`src/rtl/modbus_pkg.sv`:
```
// Shared constants and types for the Modbus RTU response path.
// Function codes, CRC parameters, framer state and request bundle.
package modbus_pkg;

  localparam logic [7:0] FC_READ_HOLD    = 8'h03;
  localparam logic [7:0] FC_READ_INPUT   = 8'h04;
  localparam logic [7:0] FC_WRITE_SINGLE = 8'h06;
  localparam logic [7:0] EXC_FLAG        = 8'h80;

  localparam logic [15:0] CRC_INIT = 16'hFFFF;
  localparam logic [15:0] CRC_POLY = 16'hA001;

  typedef enum logic [3:0] {
    ST_IDLE,
    ST_HDR_ADDR,
    ST_HDR_FUNC,
    ST_BODY,
    ST_RD_ISSUE,
    ST_DATA_HI,
    ST_DATA_LO,
    ST_CRC_LO,
    ST_CRC_HI,
    ST_GAP
  } tx_state_e;

  typedef struct packed {
    logic [7:0]  dev;
    logic [7:0]  func;
    logic [15:0] addr;
    logic [15:0] data;
    logic [7:0]  qty;
    logic [7:0]  exc;
  } req_t;

  function automatic logic is_read_fc(logic [7:0] f);
    return (f == FC_READ_HOLD) || (f == FC_READ_INPUT);
  endfunction

  // A request that yields no bytes: unknown function or bad word count.
  function automatic logic req_abort(req_t r, logic [8:0] max_w);
    logic rd_ok;
    logic wr_ok;
    rd_ok = is_read_fc(r.func) && (r.qty != 8'd0) &&
            ({1'b0, r.qty} <= max_w);
    wr_ok = (r.func == FC_WRITE_SINGLE);
    return (r.exc == 8'd0) && !rd_ok && !wr_ok;
  endfunction

endpackage

```
`src/rtl/modbus_crc16_byte.sv`:
```
// CRC-16/Modbus update of one byte, fully unrolled.
// Shared by the transmit framer and the receive checker.
module modbus_crc16_byte
  import modbus_pkg::*;
(
  input  logic [15:0] crc_in,
  input  logic [7:0]  data_in,
  output logic [15:0] crc_out
);

  logic [15:0] c;

  // Eight reflected shift/xor steps per byte.
  always_comb begin
    c = crc_in ^ {8'h00, data_in};
    for (int i = 0; i < 8; i++) begin
      c = c[0] ? ((c >> 1) ^ CRC_POLY) : (c >> 1);
    end
    crc_out = c;
  end

endmodule

```
`src/rtl/modbus_tx_framer.sv`:
```
// Modbus RTU response framer: builds the frame, appends CRC,
// streams bytes over valid/ready and enforces the t3.5 gap.
module modbus_tx_framer
  import modbus_pkg::*;
#(
  parameter int unsigned GAP_CYCLES = 401042,
  parameter int unsigned MAX_WORDS  = 125
) (
  input  logic        clk,
  input  logic        rst_n,
  input  logic [7:0]  dev_addr,
  input  logic        handler_done,
  input  logic [7:0]  func_code_r,
  input  logic [15:0] addr_r,
  input  logic [15:0] data_r,
  input  logic [7:0]  tx_quantity,
  input  logic [7:0]  exception_out,
  output logic [7:0]  dpram_raddr,
  input  logic [15:0] dpram_rdata,
  output logic [7:0]  tx_data,
  output logic        tx_valid,
  input  logic        tx_ready,
  output logic        tx_busy,
  output logic        tx_frame_done,
  output logic        frame_err
);

  localparam int unsigned GW =
    (GAP_CYCLES > 1) ? $clog2(GAP_CYCLES) : 1;
  localparam logic [GW-1:0] GAP_LAST = GW'(GAP_CYCLES - 1);
  localparam logic [8:0]    MAXW     = 9'(MAX_WORDS);

  tx_state_e   state_q, state_d;
  req_t        cur_q, cur_d;
  req_t        pend_q, pend_d;
  logic        pend_vld_q, pend_vld_d;
  logic [7:0]  word_q, word_d;
  logic [1:0]  bidx_q, bidx_d;
  logic [GW-1:0] gap_q, gap_d;
  logic [15:0] crc_q, crc_d;
  logic [7:0]  lo_q, lo_d;
  logic        done_q, done_d;
  logic        err_q, err_d;

  req_t        in_req;
  req_t        src;
  logic        xfer;
  logic        gap_end;
  logic        start;
  logic        cur_exc;
  logic        cur_wr;
  logic [8:0]  qty_x2;
  logic [15:0] crc_next;

  assign in_req = {dev_addr, func_code_r, addr_r, data_r,
                   tx_quantity, exception_out};
  assign src     = pend_vld_q ? pend_q : in_req;
  assign xfer    = tx_valid && tx_ready;
  assign gap_end = (state_q == ST_GAP) && (gap_q == GAP_LAST);
  assign start   = ((state_q == ST_IDLE) || gap_end) &&
                   (pend_vld_q || handler_done);
  assign cur_exc = (cur_q.exc != 8'd0);
  assign cur_wr  = (cur_q.func == FC_WRITE_SINGLE);
  assign qty_x2  = {cur_q.qty, 1'b0};

  assign dpram_raddr   = word_q;
  assign tx_busy       = (state_q != ST_IDLE);
  assign tx_frame_done = done_q;
  assign frame_err     = err_q;

  modbus_crc16_byte u_crc (
    .crc_in  (crc_q),
    .data_in (tx_data),
    .crc_out (crc_next)
  );

  // Byte presented to the UART, decoded from the current state.
  always_comb begin
    tx_valid = 1'b0;
    tx_data  = 8'h00;
    case (state_q)
      ST_HDR_ADDR: begin
        tx_valid = 1'b1;
        tx_data  = cur_q.dev;
      end
      ST_HDR_FUNC: begin
        tx_valid = 1'b1;
        tx_data  = cur_exc ? (cur_q.func | EXC_FLAG) : cur_q.func;
      end
      ST_BODY: begin
        tx_valid = 1'b1;
        if (cur_exc) begin
          tx_data = cur_q.exc;
        end else if (cur_wr) begin
          case (bidx_q)
            2'd0:    tx_data = cur_q.addr[15:8];
            2'd1:    tx_data = cur_q.addr[7:0];
            2'd2:    tx_data = cur_q.data[15:8];
            default: tx_data = cur_q.data[7:0];
          endcase
        end else begin
          tx_data = qty_x2[7:0];
        end
      end
      ST_DATA_HI: begin
        tx_valid = 1'b1;
        tx_data  = dpram_rdata[15:8];
      end
      ST_DATA_LO: begin
        tx_valid = 1'b1;
        tx_data  = lo_q;
      end
      ST_CRC_LO: begin
        tx_valid = 1'b1;
        tx_data  = crc_q[7:0];
      end
      ST_CRC_HI: begin
        tx_valid = 1'b1;
        tx_data  = crc_q[15:8];
      end
      default: begin
        tx_valid = 1'b0;
        tx_data  = 8'h00;
      end
    endcase
  end

  // Next-state, counters, CRC and request bookkeeping.
  always_comb begin
    state_d    = state_q;
    cur_d      = cur_q;
    pend_d     = pend_q;
    pend_vld_d = pend_vld_q;
    word_d     = word_q;
    bidx_d     = bidx_q;
    gap_d      = '0;
    crc_d      = crc_q;
    lo_d       = lo_q;
    done_d     = 1'b0;
    err_d      = 1'b0;

    case (state_q)
      ST_HDR_ADDR: if (xfer) state_d = ST_HDR_FUNC;
      ST_HDR_FUNC: if (xfer) state_d = ST_BODY;
      ST_BODY: begin
        if (xfer) begin
          if (cur_exc) begin
            state_d = ST_CRC_LO;
          end else if (cur_wr) begin
            bidx_d = bidx_q + 2'd1;
            if (bidx_q == 2'd3) state_d = ST_CRC_LO;
          end else begin
            state_d = ST_RD_ISSUE;
          end
        end
      end
      ST_RD_ISSUE: state_d = ST_DATA_HI;
      ST_DATA_HI: begin
        lo_d = dpram_rdata[7:0];
        if (xfer) state_d = ST_DATA_LO;
      end
      ST_DATA_LO: begin
        if (xfer) begin
          word_d = word_q + 8'd1;
          if ((word_q + 8'd1) == cur_q.qty) state_d = ST_CRC_LO;
          else state_d = ST_RD_ISSUE;
        end
      end
      ST_CRC_LO: if (xfer) state_d = ST_CRC_HI;
      ST_CRC_HI: begin
        if (xfer) begin
          state_d = ST_GAP;
          done_d  = 1'b1;
        end
      end
      ST_GAP: begin
        gap_d = gap_q + GW'(1);
        if (gap_end) state_d = ST_IDLE;
      end
      default: state_d = state_q;
    endcase

    if (xfer && (state_q != ST_CRC_LO) && (state_q != ST_CRC_HI)) begin
      crc_d = crc_next;
    end

    if (start) begin
      cur_d  = src;
      word_d = 8'd0;
      bidx_d = 2'd0;
      gap_d  = '0;
      crc_d  = CRC_INIT;
      if (req_abort(src, MAXW)) begin
        state_d = ST_GAP;
        done_d  = 1'b1;
        err_d   = 1'b1;
      end else begin
        state_d = ST_HDR_ADDR;
      end
    end

    if (start) begin
      pend_vld_d = 1'b0;
    end else if (handler_done && !pend_vld_q) begin
      pend_vld_d = 1'b1;
      pend_d     = in_req;
    end
  end

  // State and datapath registers.
  always_ff @(posedge clk or negedge rst_n) begin
    if (!rst_n) begin
      state_q    <= ST_IDLE;
      cur_q      <= '0;
      pend_q     <= '0;
      pend_vld_q <= 1'b0;
      word_q     <= 8'd0;
      bidx_q     <= 2'd0;
      gap_q      <= '0;
      crc_q      <= CRC_INIT;
      lo_q       <= 8'd0;
      done_q     <= 1'b0;
      err_q      <= 1'b0;
    end else begin
      state_q    <= state_d;
      cur_q      <= cur_d;
      pend_q     <= pend_d;
      pend_vld_q <= pend_vld_d;
      word_q     <= word_d;
      bidx_q     <= bidx_d;
      gap_q      <= gap_d;
      crc_q      <= crc_d;
      lo_q       <= lo_d;
      done_q     <= done_d;
      err_q      <= err_d;
    end
  end

endmodule
```
`config.mk`:
```
export PLATFORM = sky130hd
export DESIGN_NAME = modbus_tx_framer
export DESIGN_NICKNAME = d
export VERILOG_FILES = /design/src/rtl/modbus_pkg.sv /design/src/rtl/modbus_crc16_byte.sv /design/src/rtl/modbus_tx_framer.sv
export SDC_FILE = /design/constraint.sdc
export NUM_CORES = 1
export LEC_CHECK = 0
export ABC_AREA = 1
export BUFFER_PORTS_ARGS = -buffer_cell sky130_fd_sc_hd__buf_2
export CORE_MARGIN = 2
export CORE_UTILIZATION = 59
export DETAILED_ROUTE_END_ITERATION = 6
export MAX_ROUTING_LAYER = met4
export PLACE_DENSITY = 0.76
export SLEW_MARGIN = 40
export SYNTH_ARGS = -nofsm -noshare
export SYNTH_HDL_FRONTEND = slang
export SYNTH_SLANG_ARGS = --single-unit
```
`constraint.sdc`:
```
create_clock -name clk -period 3 [get_ports clk]
set_clock_uncertainty 0.1 [all_clocks]
set_input_delay 0.6 -clock clk [delete_from_list [all_inputs] [get_ports clk]]
set_output_delay 0.6 -clock clk [all_outputs]
set_load 0.02 [all_outputs]
```
== Word-level counts from Yosys, hierarchy flattened ==
Index checks and enable logic that the tools add are counted.
Storage, ports and cells
  input port bits: 84
  bits in registers: 188
  word-level logic and storage cells: 149
Cells by class
  equal/unequal tests: 30
  $lt $le $gt $ge: 1
  bitwise operators: 10
  reduce and logical (&&, ||, !) cells: 34
  muxes and demuxes: 50
  $add $sub $neg: 3
Operator list (count)
  two-way mux 16 bit: 10
  two-way mux 64 bit: 1
  one-hot mux 8 bit (7 select lines): 1
  two-way mux 4 bit: 13
  two-way mux 8 bit: 6
  two-way mux 19 bit: 2
  one-hot mux 4 bit (9 select lines): 1
  equality test 8 x 3 -> 1 bit (second input constant): 3
  inequality test 3 bit (second input constant): 8
  NOT 2 -> 3 bit: 8
  one-hot mux 8 bit (3 select lines): 1
  adder 19 x 1 -> 19 bit (second input constant): 1
  equality test 19 bit (second input constant): 1
  equality test 4 x 3 -> 1 bit (second input constant): 4
  nonzero test 8 bit: 2
  bitwise XOR 16 x 8 -> 16 bit: 1
  two-way mux 2 bit: 6
  nonzero test 2 bit: 6
  logical AND 1 bit: 10
  AND reduction 10 bit: 1
  nonzero test 10 bit: 1
  two-way mux 1 bit: 9
  adder 8 x 1 -> 8 bit (second input constant): 1
  equality test 4 x 2 -> 1 bit (second input constant): 2
  other kinds (22): 29

== Depth between registers and ports, before layout ==
Gate-level depths: netlist of run 1.
  word-level depth: 24
  mapped depth: 23
  mapped depth without buffers: 22

== Hierarchy ==
A second synthesis of run 1 with hierarchy kept.
Unflattened totals
  cells, all modules: 1335
  area, all modules: 10154.7 sq um
Modules (own cells, without submodules)
  modbus_tx_framer: cells each 1240, instances 1, area each 9646.8 sq um, sequential area each 4724.5 sq um
  modbus_crc16_byte: cells each 95, instances 1, area each 508.0 sq um, sequential area each 0.0 sq um

== Worst setup path before layout of run 1 ==
Ideal clock, no wire load.
  kind: register to register
  start: reg bidx_q[0]
  end: reg crc_q[0]
  path slack: 549 ps
  cell stages (with the launch flop): 23
  data required time: 2828 ps
  buffers on the path: 1
  arrival: 2279 ps
  cell sequence: dfrtp_1 inv_1 ha_1 clkbuf_1 nand2_1 nand3_1 nand2_1 o21ai_0 nand3_1 nand2_1 nand2_1 nand2_2 nand3_1 nand2_1 nand2_1 nand2_1 nand2_2 nand2_2 nand2_1 nand3_1 nand3_1 nand2_1 inv_1
Between the ends
  elaborated cells on any way between the ends: 25
  those cells by class: eq/ne: 2; mux: 14; bitwise: 8; reduce/logical: 1
RTL lines
  start, declared: line modbus_tx_framer.sv:38  | logic [1:0] bidx_q, bidx_d;
  start signal, assigned: line modbus_tx_framer.sv:230  | bidx_q <= bidx_d;
  equality test 2 bit, or another cell as far along: line modbus_tx_framer.sv:95  | case (bidx_q)
  one-hot mux 8 bit (3 select lines) *: line modbus_tx_framer.sv:95
  two-way mux 8 bit *: line modbus_tx_framer.sv:94  | end else if (cur_wr) begin
  two-way mux 8 bit *: line modbus_tx_framer.sv:92  | if (cur_exc) begin
  one-hot mux 8 bit (7 select lines) *: line modbus_tx_framer.sv:81  | case (state_q)
  net tx_data[0]: line modbus_tx_framer.sv:20  | output logic [7:0] tx_data,
  bitwise XOR 16 x 8 -> 16 bit *: line modbus_crc16_byte.sv:15  | c = crc_in ^ {8'h00, data_in};
  two-way mux 16 bit * (8 in series): line modbus_crc16_byte.sv:17  | c = c[0] ? ((c >> 1) ^ CRC_POLY) : (c >> 1);
  two-way mux 16 bit *: line modbus_tx_framer.sv:183  | if (xfer && (state_q != ST_CRC_LO) && (state_q != ST_CRC_HI)) begin
  two-way mux 16 bit *: line modbus_tx_framer.sv:187  | if (start) begin
  end signal, assigned: line modbus_tx_framer.sv:232  | crc_q <= crc_d;
  end, declared: line modbus_tx_framer.sv:40  | logic [15:0] crc_q, crc_d;
The timed path passes the listed nets; every way through them passes the cells marked *. The select of a mux whose other input is x is not followed.
A chain may end at the register's enable or synchronous reset.

== Final worst setup path of run 1 ==
  start: reg state_q[1]
  end: out tx_data[7]
Between the ends
  word-level cells in the longest chain between the ends: 2
  elaborated cells on any way between the ends: 8
  those cells by class: eq/ne: 7; mux: 1
RTL lines
  start, declared: line modbus_tx_framer.sv:33  | tx_state_e state_q, state_d;
  start signal, assigned: line modbus_tx_framer.sv:225  | state_q <= state_d;
  equality test 4 bit, or another cell as far along: line modbus_tx_framer.sv:81
  one-hot mux 8 bit (7 select lines) *: line modbus_tx_framer.sv:81
  end, declared: line modbus_tx_framer.sv:20
Mark *: on every way between the ends. The rest lies on a longest branch, timed or not.

==> impl_metrics.json, run 1 <==
{
  "gr-total-overflow": 0,
  "ys_seq_area_share_pct": 48.6,
  "place_ws_ns": 0.244,
  "vias": 8496,
  "synth_warnings": 0,
  "clkPwrFrac_pct": 17.8,
  "final_util_pct": 70.5,
  "p_comb_share_pct": 48.1,
  "min_path_type": "primary input to async pin",
  "drv_slew": 0,
  "dp_hpwl_mm": 17.4,
  "fill_cells": 1306,
  "critPathMaxFanout": 6,
  "dieArea_sq_um": 17500,
  "critPathLaunchType": "register",
  "synth_commonest_cells": "356 x nand2_1, 172 x dfrtp_1, 119 x inv_1, 119 x o21ai_0, 97 x nor2_1",
  "required_ns": 2.30,
  "synth_seq_cells": 188,
  "drt-total-wl_mm": 24.0,
  "clk_pin_slew_worst_paths_ns": 0.07,
  "synthTopCellsByArea": "dfrtp_1 44%, nand2_1 14%, o21ai_0 6.1%",
  "core_area_sq_um": 16000,
  "synthSimpleGateAreaFrac_pct": 25.8,
  "syn-cell-area_sq_um": 9710,
  "avgViaCountPerCell": 5.50,
  "routedWlPerCell_um": 15.5,
  "slowest_delay_ns": 0.54,
  "status": "complete, no violations",
  "synth-main-ff-cell": "dfrtp_1",
  "synth_cells": 1213,
  "switching_share_pct": 44.2,
  "p_leak_nw": 5.42,
  "critPathKind": "register to primary output",
  "drt_pass1_iterations": 6,
  "layout.nets": 1407,
  "worstPathArrival_ns": 2.28,
  "clock.fmax_mhz": 336,
  "fin_ws_ns": 0.0203,
  "io_buffers": 103,
  "synthXorXnorAreaFrac_pct": 1.35,
  "postCtsHoldBufs": 0,
  "slew_headroom_pct": 57.6,
  "remaining_drc_errors": 0,
  "root_buffer": "clkbuf_16",
  "path_cells": "nor2_2 > nand2_2 > inv_2 > nand2_1 > o21ai_0 > nor4_1 > nand2_1 > buf_4",
  "die_y_um": 132,
  "final_cells": 1545,
  "n_antenna_cell": 0,
  "synth_compound_area_share_pct": 12.1,
  "cts_tree": "built",
  "async_flop_share_pct": 100,
  "synth_top_family_by_area": "simple AND/OR/NAND/NOR gates",
  "synth_top_area_cell": "dfrtp_1",
  "cpMostUsedCell": "nand2_1",
  "synthToLayoutAreaGrowth_pct": 16.1,
  "timing.hold.ws_ns": 0.0834,
  "period_share_pct": 99.3,
  "muxShareOfSynthArea_pct": 4.17,
  "htree_levels": 4,
  "tightestPinTransition_ns": 0.636,
  "cpMaxStageDelayCell": "dfrtp_1",
  "rows": 46,
  "worstSetupEndpointType": "primary output",
  "finalCriticalPeriod_ns": 2.98,
  "post-synth-top-count-cell": "nand2_1",
  "grt_use_total_pct": 29.5,
  "seqPwrFrac_pct": 34.2,
  "clkSinkCount": 188,
  "boundaryPins": 104,
  "postRouteAntennaNets": 0,
  "gp_congestion": 0.929,
  "synth_edf_count": 0,
  "synth.net_count": 1304,
  "synthAdderAreaFrac_pct": 0.902,
  "finalSetupViolCount": 0,
  "yosysUniqueCellTypes": 47,
  "synth_top_cell_area_share_pct": 44.3,
  "grt_max_degree": 75,
  "grt_pass1_vias": 8119,
  "grt_pass1_wl_mm": 39.8,
  "internal_power_mw": 7.34,
  "irDropWorstVdd_uv": 628,
  "drv_cap": 0,
  "avgSynthCellArea_sq_um": 8.01,
  "power_mw": 13.1,
  "die_w_um": 132,
  "clockBufferDepth": 2,
  "power_density_nw_per_um2": 1170,
  "dp.cells": 1508,
  "drtIter0Drc": 651,
  "clk_latency_ns": 0.44,
  "antenna_found_initial": 0,
  "hold_viol": 0,
  "numCtsBuffers": 17,
  "layout-drive-gt1-share_pct": 21.4,
  "power.switching_mw": 5.81,
  "start_util_pct": 60.7
}
-- final cells by class --
| class | count | area [sq um] | area share [%] |
|---|---|---|---|
| Clock buffer | 18 | 439 | 3.89 |
| Clock inverter | 14 | 178 | 1.58 |
| Inverter | 126 | 475 | 4.22 |
| Multi-Input combinational cell | 853 | 4410 | 39.1 |
| Sequential cell | 188 | 4730 | 41.9 |
| Tap cell | 216 | 270 | 2.40 |
| Timing Repair Buffer | 130 | 779 | 6.91 |
-- per-layer routing --
layer | routed length [um] | GRT usage (%) | vias to the layer above
met4 | 589 | 9.68 | 0
li1 | - | - | 4160
met5 | 0 | - | -
met2 | 11500 | 47.4 | 297
met3 | 1490 | 5.50 | 55
met1 | 10400 | 38.1 | 3984
-- layout by cell type, fill, tap and decap left out, types with 12 or more instances in the layout --
| master | synthesis | routed |
|---|---|---|
| o21ai_0 | 119 | 118 |
| nor3_1 | 12 | 12 |
| a21oi_1 | 17 | 17 |
| buf_2 | 20 | 101 |
| nand2_1 | 356 | 355 |
| a31oi_1 | 33 | 33 |
| dfstp_2 | 16 | 16 |
| inv_1 | 119 | 115 |
| mux2_2 | 36 | 36 |
| nand2_2 | 15 | 16 |
| buf_4 | 3 | 24 |
| dfrtp_1 | 172 | 168 |
| o22ai_1 | 13 | 13 |
| clkbuf_16 | 0 | 17 |
| nand3_1 | 57 | 55 |
| nor2_1 | 97 | 95 |
-- cells by family (layout without fill, tap and decap cells) --
family	count (synthesis)	after routing
adders and majority gates	7	7
and+or+nand+nor	585	585
muxes	36	36
buffers and inverters	172	288
xor gates and xnor gates	15	15
AOI/OAI and AO/OA	210	210
DFF	188	188
-- critical path, delay by kind of cell (launching register included) --
kind                   cells  cell delay [ns]
buffers and inverters      2             0.29
AO/OA/AOI/OAI              1             0.07
flip-flops                 1             0.54
AND/OR/NAND/NOR            5             0.95
-- path summary, 6_finish.rpt --
kind	slack (ns)	to	depth (start not counted)	start
worst max-delay path	0.02	tx_data[7]	8	state_q[1]$_DFFE_PN0P_
worst max register to register	0.31	crc_q[0]$_DFFE_PN1P_	18	bidx_q[1]$_DFFE_PN0P_
worst min-delay path	0.08	gap_q[15]$_DFF_PN0_	1	rst_n
max in group asynchronous	1.97	crc_q[11]$_DFFE_PN1P_	2	rst_n
min in group clk	0.27	lo_q[3]$_DFFE_PN0P_	3	dpram_rdata[3]
worst min register to register	0.38	lo_q[2]$_DFFE_PN0P_	2	lo_q[2]$_DFFE_PN0P_
-- flip-flops by register name, summed over array words and instances, names as in the netlist --
signal,flops
cur_q,64
dpram_raddr,8
bidx_q,2
frame_err,1
gap_q,19
crc_q,16
lo_q,8
pend_q,64
pend_vld_q,1
state_q,4
tx_frame_done,1
-- stage by stage --
step	TNS [ns]	instance area (sq um)
finish	0	11300
CTS	-0.0208	11200
global placement	0	10500
global route	-0.0718	11300
floorplan	0	9710
detailed placement	0	10500
-- timing repair --
| item | 4_1_cts | 5_1_grt |
|---|---|---|
| endpoints found under the hold margin | 0 | 0 |
| gates resized for setup | 6 | 20 |
| endpoints found under the setup margin | 2 | 12 |
| setup buffers | 0 | 5 |
| pin swaps | 2 | 4 |
-- power by group through the flow --
| stage | Sequential [mW] | Combinational (mW) | Clock [mW] |
|---|---|---|---|
| after floorplan | 4.30 | 4.59 | 0 |
| after global placement | 4.45 | 5.96 | 0 |
| after detailed placement | 4.49 | 6.12 | 0 |
| after CTS | 4.46 | 6.18 | 2.37 |
| after global routing | 4.62 | 7.13 | 2.47 |
| final | 4.49 | 6.32 | 2.34 |
Power figures use the tool's default switching activity.
==> run 2: changes to the inputs <==
--- a/config.mk
+++ b/config.mk
@@ -8,10 +8,11 @@
 export ABC_AREA = 1
 export BUFFER_PORTS_ARGS = -buffer_cell sky130_fd_sc_hd__buf_2
 export CORE_MARGIN = 2
-export CORE_UTILIZATION = 59
+export CORE_UTILIZATION = 45
 export DETAILED_ROUTE_END_ITERATION = 6
+export GPL_ROUTABILITY_DRIVEN = 0
 export MAX_ROUTING_LAYER = met4
-export PLACE_DENSITY = 0.76
+export PLACE_DENSITY = 0.6
 export SLEW_MARGIN = 40
 export SYNTH_ARGS = -nofsm -noshare
 export SYNTH_HDL_FRONTEND = slang
==> impl_metrics.json, run 2 (synthesis results as in run 1) <==
{
  "required_ns": 2.30,
  "n_antenna_cell": 0,
  "final_cell_mix": "355 x nand2_1, 171 x dfrtp_1, 118 x o21ai_0",
  "drv_cap": 0,
  "layout-drive-gt1-share_pct": 20.7,
  "status": "complete, no violations",
  "core_area_sq_um": 21100,
  "path_cells": "nor2_1 > nand2_1 > nor2_2 > a21boi_0 > nor4_2 > nand2_1 > buf_2",
  "layout.nets": 1404,
  "power_density_nw_per_um2": 1160,
  "critPathMaxFanout": 8,
  "vias": 8310,
  "dp_hpwl_mm": 18.2,
  "avgViaCountPerCell": 5.19,
  "gr-total-overflow": 0,
  "finalCriticalPeriod_ns": 2.96,
  "clock.fmax_mhz": 337,
  "grt_max_degree": 73,
  "drt_pass1_iterations": 5,
  "critPathLaunchType": "register",
  "postRouteAntennaNets": 0,
  "reg.largest.list": "cur_q (64), pend_q (64), gap_q (19)",
  "routedWlPerCell_um": 15.5,
  "worstPathArrival_ns": 2.26,
  "tightestPinTransition_ns": 0.662,
  "rsz0062_at_grt": "true",
  "hold_viol": 0,
  "drtIter0Drc": 499,
  "die_w_um": 151,
  "finalSetupViolCount": 0,
  "clkPwrFrac_pct": 18.1,
  "slew_headroom_pct": 55.6,
  "irDropWorstVdd_uv": 467,
  "numCtsBuffers": 17,
  "slowest_delay_ns": 0.42,
  "clk_latency_ns": 0.43,
  "worstSetupEndpointType": "primary output",
  "p_leak_nw": 5.43,
  "clkSinkCount": 188,
  "period_share_pct": 98.8,
  "grt_pass1_wl_mm": 40.7,
  "min_path_type": "primary input to async pin",
  "remaining_drc_errors": 0,
  "io_buffers": 103,
  "cpMostUsedCell": "nand2_1",
  "seqPwrFrac_pct": 34.1,
  "power.switching_mw": 5.80,
  "dieArea_sq_um": 22800,
  "synthToLayoutAreaGrowth_pct": 17.0,
  "grt_pass1_vias": 7939,
  "cp_top_family": "simple AND/OR/NAND/NOR gates",
  "cpMaxStageDelayCell": "dfrtp_1",
  "final_util_pct": 53.9,
  "power_mw": 13.1,
  "cts_tree": "built",
  "die_y_um": 151,
  "htree_levels": 4,
  "grt_use_total_pct": 23.6,
  "start_util_pct": 46.1,
  "critPathBufInv": 1,
  "critPathKind": "register to primary output",
  "boundaryPins": 104,
  "clockBufferDepth": 2,
  "antenna_found_initial": 0,
  "drv_slew": 0,
  "clk_pin_slew_worst_paths_ns": 0.08,
  "p_comb_share_pct": 47.8,
  "drt-total-wl_mm": 24.7,
  "internal_power_mw": 7.34,
  "final_common_cell": "nand2_1",
  "rows": 53,
  "root_buffer": "clkbuf_16",
  "switching_share_pct": 44.2
}
-- run 2: through the flow --
stage	setup WS, ns	hold slack [ns]	instance area (sq um)	setup TNS, ns	std cells
3_3_place_gp	0.0531	0.358	10700	0	1567
3_5_place_dp	0.0689	0.363	10700	0	1567
5_1_grt	-0.140	0.108	11400	-0.512	1601
4_1_cts	0.0369	0.0984	11300	0	1599
2_1_floorplan	0.549	0.204	9710	0	1213
6_report	0.0363	0.0741	11400	0	1601
-- run 2: routing by layer --
layer,share of wire (%),track usage (%),vias to the layer above
li1,-,-,4159
met1,47,31.8,3923
met2,46,36.4,190
met3,5.0,4.52,38
met4,2.1,7.06,0
met5,0,-,-
-- run 2: layout make-up --
| class | instances | area (sq um) |
|---|---|---|
| repair buffers | 127 | 817 |
| multi-input cells | 853 | 4390 |
| fillers | 2066 | 9720 |
| well taps | 275 | 344 |
| inverters | 126 | 473 |
| clock inverters | 14 | 179 |
| flip-flops and latches | 188 | 4730 |
| clock buffers | 18 | 439 |
-- run 2: worst paths after layout --
kind / cells past startpoint / slack [ns] / end / startpoint
max: 7 / 0.04 / tx_data[7] / state_q[2]$_DFFE_PN0P_
min: 1 / 0.07 / dpram_raddr[5]$_DFFE_PN0P_ / rst_n
max reg2reg: 12 / 0.26 / state_q[3]$_DFFE_PN0P_ / pend_vld_q$_DFFE_PN0P_
min reg2reg: 2 / 0.38 / lo_q[5]$_DFFE_PN0P_ / lo_q[5]$_DFFE_PN0P_
max in group asynchronous: 2 / 2.05 / cur_q[1]$_DFFE_PN0P_ / rst_n
min in group clk: 3 / 0.27 / lo_q[0]$_DFFE_PN0P_ / dpram_rdata[0]
-- run 2: power groups by stage --
stage               clock, mW  combinational (mW)  sequential [mW]
finish                   2.37                6.29             4.48
global route             2.53                7.15             4.61
CTS                      2.43                6.27             4.47
detailed placement          0                6.23             4.51
global placement            0                6.15             4.49
floorplan                   0                4.59             4.30
-- run 2: repair_timing --
action | in CTS | in global routing
setup buffers | 0 | 2
gates resized for setup | 6 | 9
hold buffers | 0 | 0
pin swaps | 1 | 3
setup endpoints to repair | 3 | 9
hold endpoints to repair | 0 | 0
